**src/rtl/tinker_decode_stage.sv**
```systemverilog
// Tinker core instruction-decode stage: hold register H, decoded output register O,
// and a per-register busy scoreboard that stalls issue on RAW/WAW hazards.
module tinker_decode_stage #(
  parameter int REG_ADDR_W    = 5,
  parameter int LIT_W         = 12,
  parameter bit SCOREBOARD_EN = 1'b1,
  localparam int INSTR_W      = 5 + 3*REG_ADDR_W + LIT_W
) (
  input  logic                  clk,
  input  logic                  reset_n,
  input  logic                  in_valid,
  output logic                  in_ready,
  input  logic [INSTR_W-1:0]    in_instr,
  output logic                  out_valid,
  input  logic                  out_ready,
  output logic [4:0]            out_opcode,
  output logic [REG_ADDR_W-1:0] out_rd,
  output logic [REG_ADDR_W-1:0] out_rs,
  output logic [REG_ADDR_W-1:0] out_rt,
  output logic [LIT_W-1:0]      out_literal,
  output logic                  out_is_immediate,
  output logic                  out_reg_write,
  output logic                  out_is_float,
  input  logic                  wb_valid,
  input  logic [REG_ADDR_W-1:0] wb_rd,
  input  logic                  flush
);

  localparam int NUM_REGS = 2**REG_ADDR_W;
  localparam int RT_LSB   = LIT_W;
  localparam int RS_LSB   = LIT_W + REG_ADDR_W;
  localparam int RD_LSB   = LIT_W + 2*REG_ADDR_W;
  localparam int OP_LSB   = LIT_W + 3*REG_ADDR_W;

  // Both handshakes: a transfer happens on a rising edge where valid and ready are
  // both high; valid never waits on ready, and the offered data stays stable until taken.

  logic                  h_valid;
  logic [INSTR_W-1:0]    h_instr;
  logic                  o_valid;
  logic [NUM_REGS-1:0]   busy_q;
  logic [NUM_REGS-1:0]   busy_eff;
  logic [NUM_REGS-1:0]   wb_mask;
  logic [NUM_REGS-1:0]   busy_next;

  logic [4:0]            h_opcode;
  logic [REG_ADDR_W-1:0] h_rd;
  logic [REG_ADDR_W-1:0] h_rs;
  logic [REG_ADDR_W-1:0] h_rt;
  logic [LIT_W-1:0]      h_literal;
  logic                  h_is_imm;
  logic                  h_reg_write;
  logic                  h_is_float;
  logic                  hazard;
  logic                  move;

  assign h_opcode  = h_instr[OP_LSB +: 5];
  assign h_rd      = h_instr[RD_LSB +: REG_ADDR_W];
  assign h_rs      = h_instr[RS_LSB +: REG_ADDR_W];
  assign h_rt      = h_instr[RT_LSB +: REG_ADDR_W];
  assign h_literal = h_instr[LIT_W-1:0];

  always_comb begin
    h_is_imm    = 1'b0;
    h_reg_write = 1'b0;
    h_is_float  = 1'b0;
    case (h_opcode)
      5'h05, 5'h07, 5'h12, 5'h19, 5'h1B: h_is_imm = 1'b1;
      default: h_is_imm = 1'b0;
    endcase
    if ((h_opcode <= 5'h07) || (h_opcode inside {[5'h10:5'h12], [5'h14:5'h1D]}))
      h_reg_write = 1'b1;
    if (h_opcode inside {[5'h14:5'h17]})
      h_is_float = 1'b1;
  end

  // A writeback arriving this cycle already hides its busy bit from the hazard check.
  always_comb begin
    wb_mask = '0;
    if (wb_valid)
      wb_mask[wb_rd] = 1'b1;
    busy_eff = busy_q & ~wb_mask;

    hazard = 1'b0;
    if (SCOREBOARD_EN)
      hazard = h_valid & (busy_eff[h_rd] | busy_eff[h_rs] | busy_eff[h_rt]);

    move     = h_valid & ~hazard & (~o_valid | out_ready);
    in_ready = ~h_valid | move;

    busy_next = busy_eff;
    if (move && h_reg_write)
      busy_next[h_rd] = 1'b1;
    if (flush || !SCOREBOARD_EN)
      busy_next = '0;
  end

  assign out_valid = o_valid;

  always_ff @(posedge clk or negedge reset_n) begin
    if (!reset_n) begin
      h_valid          <= 1'b0;
      h_instr          <= '0;
      o_valid          <= 1'b0;
      busy_q           <= '0;
      out_opcode       <= '0;
      out_rd           <= '0;
      out_rs           <= '0;
      out_rt           <= '0;
      out_literal      <= '0;
      out_is_immediate <= 1'b0;
      out_reg_write    <= 1'b0;
      out_is_float     <= 1'b0;
    end else begin
      busy_q <= busy_next;
      if (flush) begin
        h_valid <= 1'b0;
        o_valid <= 1'b0;
      end else begin
        if (in_valid && in_ready) begin
          h_valid <= 1'b1;
          h_instr <= in_instr;
        end else if (move) begin
          h_valid <= 1'b0;
        end

        if (move) begin
          o_valid          <= 1'b1;
          out_opcode       <= h_opcode;
          out_rd           <= h_rd;
          out_rs           <= h_rs;
          out_rt           <= h_rt;
          out_literal      <= h_literal;
          out_is_immediate <= h_is_imm;
          out_reg_write    <= h_reg_write;
          out_is_float     <= h_is_float;
        end else if (out_ready) begin
          o_valid <= 1'b0;
        end
      end
    end
  end

endmodule

```
**config.mk**
```make
export PLATFORM = sky130hd
export DESIGN_NAME = tinker_decode_stage
export DESIGN_NICKNAME = d
export VERILOG_FILES = /design/src/rtl/tinker_decode_stage.sv
export SDC_FILE = /design/constraint.sdc
export NUM_CORES = 1
export LEC_CHECK = 0
export BUFFER_PORTS_ARGS = -buffer_cell sky130_fd_sc_hd__buf_4
export CORE_UTILIZATION = 30
export CTS_BUF_LIST = sky130_fd_sc_hd__clkbuf_8 sky130_fd_sc_hd__clkbuf_16
export CTS_CLUSTER_DIAMETER = 60
export DETAILED_ROUTE_END_ITERATION = 8
export SLEW_MARGIN = 10
export SYNTH_ARGS = -nofsm -noshare
export SYNTH_HDL_FRONTEND = slang
export SYNTH_SLANG_ARGS = --single-unit
```
**constraint.sdc**
```tcl
create_clock -name clk -period 4.1 [get_ports clk]
set_clock_uncertainty 0.1 [all_clocks]
set_input_delay 0.41 -clock clk [delete_from_list [all_inputs] [get_ports clk]]
set_output_delay 0.41 -clock clk [all_outputs]
set_load 0.02 [all_outputs]
```
==> out/qor.log, run 1 <==
INFO  pwr            net-switching-power=0.00202W
INFO  place          portBuffers=79
INFO  sta            clock.fmax=0.269GHz
INFO  drt            vias=4669
INFO  synthesis      synth.net_count=570
INFO  global_route   largest_net_degree_at_the_start_of_global_routing=52
INFO  floorplan      fp.dieArea=0.0190mm²
INFO  global_route   via_count_of_the_first_global_routing_pass=4637
INFO  floorplan      placeableCoreArea=0.0180mm²
INFO  sta            setup_ws_post_layout=0.381ns
INFO  worst_hold_path min_path_type=input pin to flip-flop
INFO  pwr            power.total=0.00478W
INFO  status         status=complete, no violations
INFO  pwr            power_per_cell_area=710mW/mm²
INFO  critical_path  timing.setup.critical_path_class=flip-flop to output pin
INFO  cells_and_area diodes=0
INFO  drt            drt_pre_antenna_iters=5
INFO  floorplan      boundaryPins=80
INFO  sta            maxSlewViolCount=0
INFO  synthesis      netlist_top_cells_area=sky130_fd_sc_hd__dfrtp_1 46%, sky130_fd_sc_hd__mux2_1 8.9%, sky130_fd_sc_hd__mux2_2 6.3%, sky130_fd_sc_hd__nand3_1 3.3%, sky130_fd_sc_hd__o21ai_0 3.0%
INFO  cells_and_area final_design_area_no_fill=0.00673mm²
INFO  sta            worst_slew_pin_slew=1.16ns
INFO  critical_path  critPathRequiredTime=3.59ns
INFO  synthesis      seq_area_frac_synth=45.6%
INFO  synthesis      synth_edf_count=0
INFO  synthesis      post_synth_instance_area=0.00554mm²
INFO  drt            detail_route.iter0.violations=445
INFO  synthesis      postSynthAreaPerCell=10.5µm²
INFO  sta            fin_tns_setup=0ns
INFO  pwr            p_leak=2.76nW
INFO  drt            detail_route.vias_per_cell=5.63
INFO  sta            final_setup_violation_count=0
INFO  drt            drc_violations_left=0
INFO  clocking       worst_setup_hold_path_clk_slew=0.07ns
INFO  clocking       cts.path.max_buffers=2
INFO  synthesis      dominantRegCellSynth=sky130_fd_sc_hd__dfrtp_1
INFO  synthesis      synth_warnings=0
INFO  cells_and_area area_growth=21.4%
INFO  floorplan      die_w=138µm
INFO  drt            detail_route.wl_per_cell=20.9µm
INFO  synthesis      synth.lib_cells_used.distinct=63
INFO  cells_and_area layout.filler_cells=1848
INFO  clocking       cts_inserted_buffers=9
INFO  clocking       clockRootBuffer=sky130_fd_sc_hd__clkbuf_16
INFO  sta            grt_setup_unrepaired=no
INFO  cells_and_area post_route_cells_drive_above_1_share=29.6%
INFO  pwr            comb_power_share=43.2%
INFO  drt            route.final.wire_length=17.3mm
INFO  synthesis      netlist.area_leader.share=45.6%
INFO  critical_path  critical_path_peak_fanout=12
INFO  pwr            clock_power_share=19.9%
INFO  clocking       cts_tree=built
INFO  global_route   globalRouteOverflowTotal=0
INFO  floorplan      die_y=138µm
INFO  run            maxCapViolations=0
INFO  floorplan      fp-row-count=49
INFO  pwr            intPower=0.00276W
INFO  global_route   grt_antenna_before_repair=0
INFO  place          placed_cell_area=0.00639mm²
INFO  critical_path  category_of_the_worst_setup_path_launch_point=flip-flop
INFO  cells_and_area fin_util=37.3%
INFO  global_route   grt_pass1_wl=27.0mm
INFO  place          globalplace.congestion=0.978
INFO  sta            hold_viol=0
INFO  critical_path  critPathCaptureType=output pin
INFO  synthesis      postSynthRegisterBits=101
INFO  synthesis      async_flop_share=100%
INFO  clocking       cts_post_setup_buffers_inserted=0
INFO  place          dp.final_hpwl=12.4mm
INFO  sta            final_period_minus_worst_setup_slack=3.72ns
INFO  clocking       worstSkewPairLatency=0.36ns
INFO  global_route   track_usage=19.1%
INFO  cells_and_area finish.net_count=639
INFO  critical_path  worst-endpoint-arrival=3.21ns
INFO  pwr            largest_voltage_drop_on_the_vdd_net=0.401mV
INFO  pwr            seq_power_share=36.9%
INFO  drt            postRouteAntennaNets=0
INFO  sta            relSlewSlack=22.5%
INFO  clocking       h-tree-depth=3
INFO  sta            finalCritPeriodShare=90.7%
INFO  synthesis      synth_cells=527
INFO  synthesis      post-synth-top-area-cell=sky130_fd_sc_hd__dfrtp_1
INFO  floorplan      initial_cell_density_of_the_core=30.7%
INFO  place          pre_cts_ws=0.300ns
INFO  pwr            switching_share=42.2%
INFO  clocking       tritoncts_num_sinks=101
-- cell usage after synthesis, drive strengths merged, types with 5 or more instances --
| cell | count |
|---|---|
| or2 | 20 |
| o211ai | 13 |
| o21a | 5 |
| inv | 9 |
| nand3 | 37 |
| mux2i | 13 |
| o311ai | 5 |
| o2111ai | 8 |
| nor2b | 7 |
| mux2 | 75 |
| nor3b | 5 |
| nor2 | 21 |
| o21ai | 54 |
| buf | 16 |
| o22ai | 13 |
| nand4 | 7 |
| nand2 | 20 |
| clkbuf | 27 |
| nand2b | 6 |
| nand4b | 5 |
| dfrtp | 101 |
| nor3 | 7 |
-- power by group through the flow --
| stage | Combinational [W] | Clock (W) | Sequential (W) |
|---|---|---|---|
| floorplan | 0.00124 | 0 | 0.00175 |
| global placement | 0.00204 | 0 | 0.00176 |
| detailed placement | 0.00205 | 0 | 0.00177 |
| CTS | 0.00206 | 0.000980 | 0.00176 |
| global route | 0.00221 | 0.00101 | 0.00182 |
| finish | 0.00206 | 0.000949 | 0.00176 |
-- final timing paths --
path	startpoint	end	slack, ns	cells past startpoint
max	h_instr[13]$_DFFE_PN0P_	in_ready	0.38	9
min	in_instr[16]	h_instr[16]$_DFFE_PN0P_	0.16	2
max reg2reg	h_instr[22]$_DFFE_PN0P_	out_literal[9]$_DFFE_PN0P_	0.61	8
min reg2reg	h_instr[4]$_DFFE_PN0P_	h_instr[4]$_DFFE_PN0P_	0.39	1
max in group asynchronous	reset_n	busy_q[26]$_DFF_PN0_	2.72	3
min in group asynchronous	reset_n	busy_q[16]$_DFF_PN0_	0.31	2
-- state kept, by name, indices dropped and copies added, names as in the netlist, 5 cells and up --
signal	cells
out_rt	5
out_literal	12
out_opcode	5
h_instr	32
out_rs	5
busy_q	32
out_rd	5
-- logic make-up (layout without fill, tap and decap cells) --
group                  count (synthesis)  count (layout)  synth area share (%)
buffers and inverters                 52             126                  4.29
XOR/XNOR                               2               2                 0.316
flip-flops                           101             101                  45.6
AO/OA/AOI/OAI                        128             128                  15.5
multiplexers                          90              90                  18.4
AND/OR/NAND/NOR                      154             154                  15.9
-- repair_timing --
item                                   4_1_cts  5_1_grt
hold buffers                                 1        0
resized for setup                            0        0
endpoints found under the hold margin        6        0
-- area by class of cell --
class                           instances  area, µm²  area share [%]
Timing Repair Buffer                  101        773            11.5
Inverter                                9       33.8           0.502
Tap cell                              229        287            4.26
Sequential cell                       101       2530            37.6
Multi-Input combinational cell        374       2780            41.3
Clock inverter                          7        104            1.54
Clock buffer                            9        225            3.35
-- layout by cell type (no fill, tap or decap), types with 5 or more instances in the layout --
cell,instances
sky130_fd_sc_hd__dfrtp_1,101
sky130_fd_sc_hd__buf_4,99
sky130_fd_sc_hd__mux2_1,44
sky130_fd_sc_hd__nand3_1,36
sky130_fd_sc_hd__o21ai_0,33
sky130_fd_sc_hd__mux2_2,31
sky130_fd_sc_hd__nor2_1,21
sky130_fd_sc_hd__o21ai_1,20
sky130_fd_sc_hd__nand2_1,20
sky130_fd_sc_hd__or2_2,20
sky130_fd_sc_hd__mux2i_1,13
sky130_fd_sc_hd__o211ai_1,13
sky130_fd_sc_hd__o22ai_1,13
sky130_fd_sc_hd__clkbuf_16,9
sky130_fd_sc_hd__inv_1,8
sky130_fd_sc_hd__o2111ai_1,8
sky130_fd_sc_hd__nand4_1,7
sky130_fd_sc_hd__nor2b_1,7
sky130_fd_sc_hd__nand2b_1,6
sky130_fd_sc_hd__nor3_1,6
sky130_fd_sc_hd__nand4b_1,5
sky130_fd_sc_hd__o21a_1,5
sky130_fd_sc_hd__nor3b_1,5
sky130_fd_sc_hd__o311ai_0,5
-- per-layer routing --
metal / track usage [%] / share of wire, %
met2: 28.2 / 44
met5: 0 / 0
met3: 5.48 / 7.5
met1: 27.1 / 46
met4: 4.89 / 1.7
-- per-stage QoR --
stage	hold WS (ns)	cells
after floorplan	0.0144	527
after global placement	0.139	813
after detailed placement	0.140	813
after CTS	0.153	830
after global routing	0.154	830
final	0.165	830
-- critical path, stage by stage (launching register included) --
cell and delay [ns]:
sky130_fd_sc_hd__dfrtp_1 0.62, sky130_fd_sc_hd__nand2b_1 0.29, sky130_fd_sc_hd__o22ai_1 0.11, sky130_fd_sc_hd__a221o_1 0.36
sky130_fd_sc_hd__a32o_1 0.26, sky130_fd_sc_hd__a311oi_1 0.44, sky130_fd_sc_hd__and3_1 0.33, sky130_fd_sc_hd__nand2_1 0.07
sky130_fd_sc_hd__o21ai_0 0.21, sky130_fd_sc_hd__buf_4 0.18
(Power assumes the default switching activity.)
==> run 2, diff against run 1 <==
- CORE_ASPECT_RATIO: default -> 0.7
- CORE_UTILIZATION: 30 -> 55
- PLACE_DENSITY: default -> 0.77
==> run 2 against run 1 <==
Worst hold slack worse by 0.063 ns. Via count up 3.2%. Design area down 3.1%. Total power down 1.8%. Largest cell class unchanged. Die area down 45%.
==> out/qor.log, run 2 (synthesized netlist as in run 1, its figures left out) <==
INFO  sta            maxSlewViolCount=0 [unchanged]
INFO  drt            detail_route.vias_per_cell=6.66 [was 5.63]
INFO  place          dp.final_hpwl=12.5mm [was 12.4 mm]
INFO  critical_path  regToRegStartpoint=h_instr[12]$_DFFE_PN0P_ [was h_instr[22]$_DFFE_PN0P_]
INFO  clocking       postCtsHoldBufs=0 [was 1]
INFO  floorplan      die_w=122µm [was 138 µm]
INFO  clocking       cts_inserted_buffers=9 [unchanged]
INFO  sta            final_period_minus_worst_setup_slack=3.74ns [was 3.72 ns]
INFO  critical_path  critical_path_peak_fanout=8 [was 12]
INFO  sta            final_setup_violation_count=0 [unchanged]
INFO  sta            fin_tns_setup=0ns [unchanged]
INFO  floorplan      initial_cell_density_of_the_core=57.0% [was 30.7%]
INFO  critical_path  critPathRequiredTime=3.59ns [about the same]
INFO  drt            drt_pre_antenna_iters=5 [unchanged]
INFO  cells_and_area reg.largest.list=busy_q: 32 flops, h_instr: 32 flops, out_literal: 12 flops [unchanged]
INFO  pwr            p_leak=2.71nW [was 2.76 nW]
INFO  sta            setup_ws_post_layout=0.356ns [was 0.381 ns]
INFO  cells_and_area layout.filler_cells=741 [was 1848]
INFO  place          pre_cts_ws=0.337ns [was 0.300 ns]
INFO  clocking       cts.path.max_buffers=2 [unchanged]
INFO  sta            hold_viol=0 [unchanged]
INFO  cells_and_area final_cell_mix=100 x sky130_fd_sc_hd__dfrtp_1, 93 x sky130_fd_sc_hd__buf_4, 44 x sky130_fd_sc_hd__mux2_1, 36 x sky130_fd_sc_hd__nand3_1, 33 x sky130_fd_sc_hd__o21ai_0 [was 101 x sky130_fd_sc_hd__dfrtp_1, 99 x sky130_fd_sc_hd__buf_4, 44 x sky130_fd_sc_hd__mux2_1, 36 x sky130_fd_sc_hd__nand3_1, 33 x sky130_fd_sc_hd__o21ai_0]
INFO  sta            clock.fmax=0.267GHz [was 0.269 GHz]
INFO  global_route   globalRouteOverflowTotal=0 [unchanged]
INFO  drt            drc_violations_left=0 [unchanged]
INFO  critical_path  critPathCaptureType=output pin [unchanged]
INFO  drt            route.final.wire_length=17.4mm [was 17.3 mm]
INFO  critical_path  rrSetupSlack=0.65ns [was 0.61 ns]
INFO  sta            finalCritPeriodShare=91.3% [was 90.7%]
INFO  critical_path  critical_path.reg2reg.endpoint=busy_q[28]$_DFF_PN0_ [was out_literal[9]$_DFFE_PN0P_]
INFO  pwr            power.total=0.00469W [was 0.00478 W]
INFO  global_route   grt_pass1_wl=27.0mm [about the same]
INFO  clocking       clockRootBuffer=sky130_fd_sc_hd__clkbuf_16 [unchanged]
INFO  pwr            largest_voltage_drop_on_the_vdd_net=0.450mV [was 0.401 mV]
INFO  place          globalplace.congestion=0.938 [was 0.978]
INFO  global_route   largest_net_degree_at_the_start_of_global_routing=80 [was 52]
INFO  run            maxCapViolations=0 [unchanged]
INFO  drt            detail_route.iter0.violations=512 [was 445]
INFO  clocking       cts_tree=built [unchanged]
INFO  global_route   grt_antenna_before_repair=0 [unchanged]
INFO  cells_and_area final_design_area_no_fill=0.00652mm² [was 0.00673 mm²]
INFO  global_route   track_usage=34.8% [was 19.1%]
INFO  sta            worst_slew_pin_slew=1.10ns [was 1.16 ns]
INFO  clocking       cts_repair_resize_count=0 [unchanged]
INFO  drt            vias=4818 [was 4669]
INFO  critical_path  reg2reg_depth=9 [was 8]
INFO  sta            grt_setup_unrepaired=no [unchanged]
INFO  clocking       worst_setup_hold_path_clk_slew=0.07ns [about the same]
INFO  floorplan      fp-row-count=30 [was 49]
INFO  status         status=complete, no violations [unchanged]
INFO  clocking       tritoncts_num_sinks=101 [unchanged]
INFO  sta            relSlewSlack=26.6% [was 22.5%]
INFO  place          placed_cell_area=0.00623mm² [was 0.00639 mm²]
INFO  critical_path  worst-endpoint-arrival=3.23ns [was 3.21 ns]
INFO  floorplan      fp.dieArea=0.0105mm² [was 0.0190 mm²]
INFO  place          portBuffers=79 [unchanged]
INFO  drt            postRouteAntennaNets=0 [unchanged]
INFO  critical_path  category_of_the_worst_setup_path_launch_point=input pin [was flip-flop]
INFO  cells_and_area fin_util=67.1% [was 37.3%]
INFO  cells_and_area most_common_cell_after_layout_fill_and_taps_aside=sky130_fd_sc_hd__dfrtp_1 [unchanged]
INFO  drt            detail_route.wl_per_cell=24.0µm [was 20.9 µm]
INFO  worst_hold_path min_path_type=input pin to asynchronous set/reset pin [was input pin to flip-flop]
INFO  cells_and_area diodes=0 [unchanged]
INFO  pwr            power_per_cell_area=719mW/mm² [was 710 mW/mm²]
INFO  floorplan      placeableCoreArea=0.00972mm² [was 0.0180 mm²]
INFO  clocking       worstSkewPairLatency=0.35ns [was 0.36 ns]
INFO  critical_path  timing.setup.critical_path_class=input pin to output pin [was flip-flop to output pin]
INFO  floorplan      die_y=86.0µm [was 138 µm]
INFO  clocking       h-tree-depth=3 [unchanged]
INFO  clocking       cts_post_setup_buffers_inserted=0 [unchanged]
INFO  cells_and_area finish.net_count=633 [was 639]
INFO  floorplan      boundaryPins=80 [unchanged]
INFO  cells_and_area area_growth=17.7% [was 21.4%]
INFO  global_route   via_count_of_the_first_global_routing_pass=4779 [was 4637]
INFO  cells_and_area post_route_cells_drive_above_1_share=29.1% [was 29.6%]
-- run 2: cell count changes in the layout (fill, tap and decap cells not counted), sizes merged --
cell | before | now
inv | 12 | 13
bufinv | 2 | 0
buf | 100 | 95
dlygate4sd3 | 1 | 0
clkinv | 1 | 2
-- run 2: metrics by stage --
stage | instances | hold WS, ns
CTS | 723 | 0.153
floorplan | 527 | 0.0144
global route | 723 | 0.175
detailed placement | 707 | 0.376
global placement | 707 | 0.363
finish | 723 | 0.102
-- run 2: metal layers --
metal | track usage, % | part of all wire, % | up-vias
li1 | - | - | 2100
met2 | 48.5 | 42 | 298
met3 | 12.1 | 12 | 43
met4 | 9.76 | 2.0 | 2
met5 | 3.85 | 0.29 | -
met1 | 50.5 | 44 | 2375
-- run 2: final cells by class --
cell class	instances	area (µm²)	area share, %
Tap cell	128	160	2.46
Clock inverter	7	57.6	0.883
Timing Repair Buffer	95	738	11.3
Sequential cell	101	2530	38.8
Multi-Input combinational cell	374	2780	42.6
Inverter	9	33.8	0.518
Clock buffer	9	225	3.45
-- run 2: worst max path at each step --
stage | start | to | slack (ns) | cells past startpoint
finish | wb_rd[3] | in_ready | 0.36 | 10
floorplan | wb_valid | in_ready | 0.83 | 10
CTS | h_instr[12]$_DFFE_PN0P_ | in_ready | 0.28 | 9
global route | wb_rd[1] | in_ready | 0.17 | 10
global placement | wb_rd[1] | h_instr[0]$_DFFE_PN0P_ | 0.43 | 10
detailed placement | wb_rd[1] | h_instr[9]$_DFFE_PN0P_ | 0.34 | 10
-- run 2: power breakdown --
part | total (W) | internal, W | leakage (nW) | switching (W)
logic | 0.00207 | 0.000865 | 1.31 | 0.00120
clock network | 0.000821 | 0.000421 | 0.140 | 0.000400
registers | 0.00180 | 0.00135 | 1.27 | 0.000454
total | 0.00469 | 0.00263 | 2.71 | 0.00205
-- run 2: critical path: stages --
cell and delay, ns:
sky130_fd_sc_hd__buf_4 0.14, sky130_fd_sc_hd__nand4bb_1 0.47, sky130_fd_sc_hd__o21ai_0 0.63, sky130_fd_sc_hd__mux2i_1 0.17, sky130_fd_sc_hd__a32o_1 0.30, sky130_fd_sc_hd__a311oi_1 0.34
sky130_fd_sc_hd__and3_1 0.30, sky130_fd_sc_hd__nand2_1 0.07, sky130_fd_sc_hd__o21ai_0 0.22, sky130_fd_sc_hd__buf_4 0.18
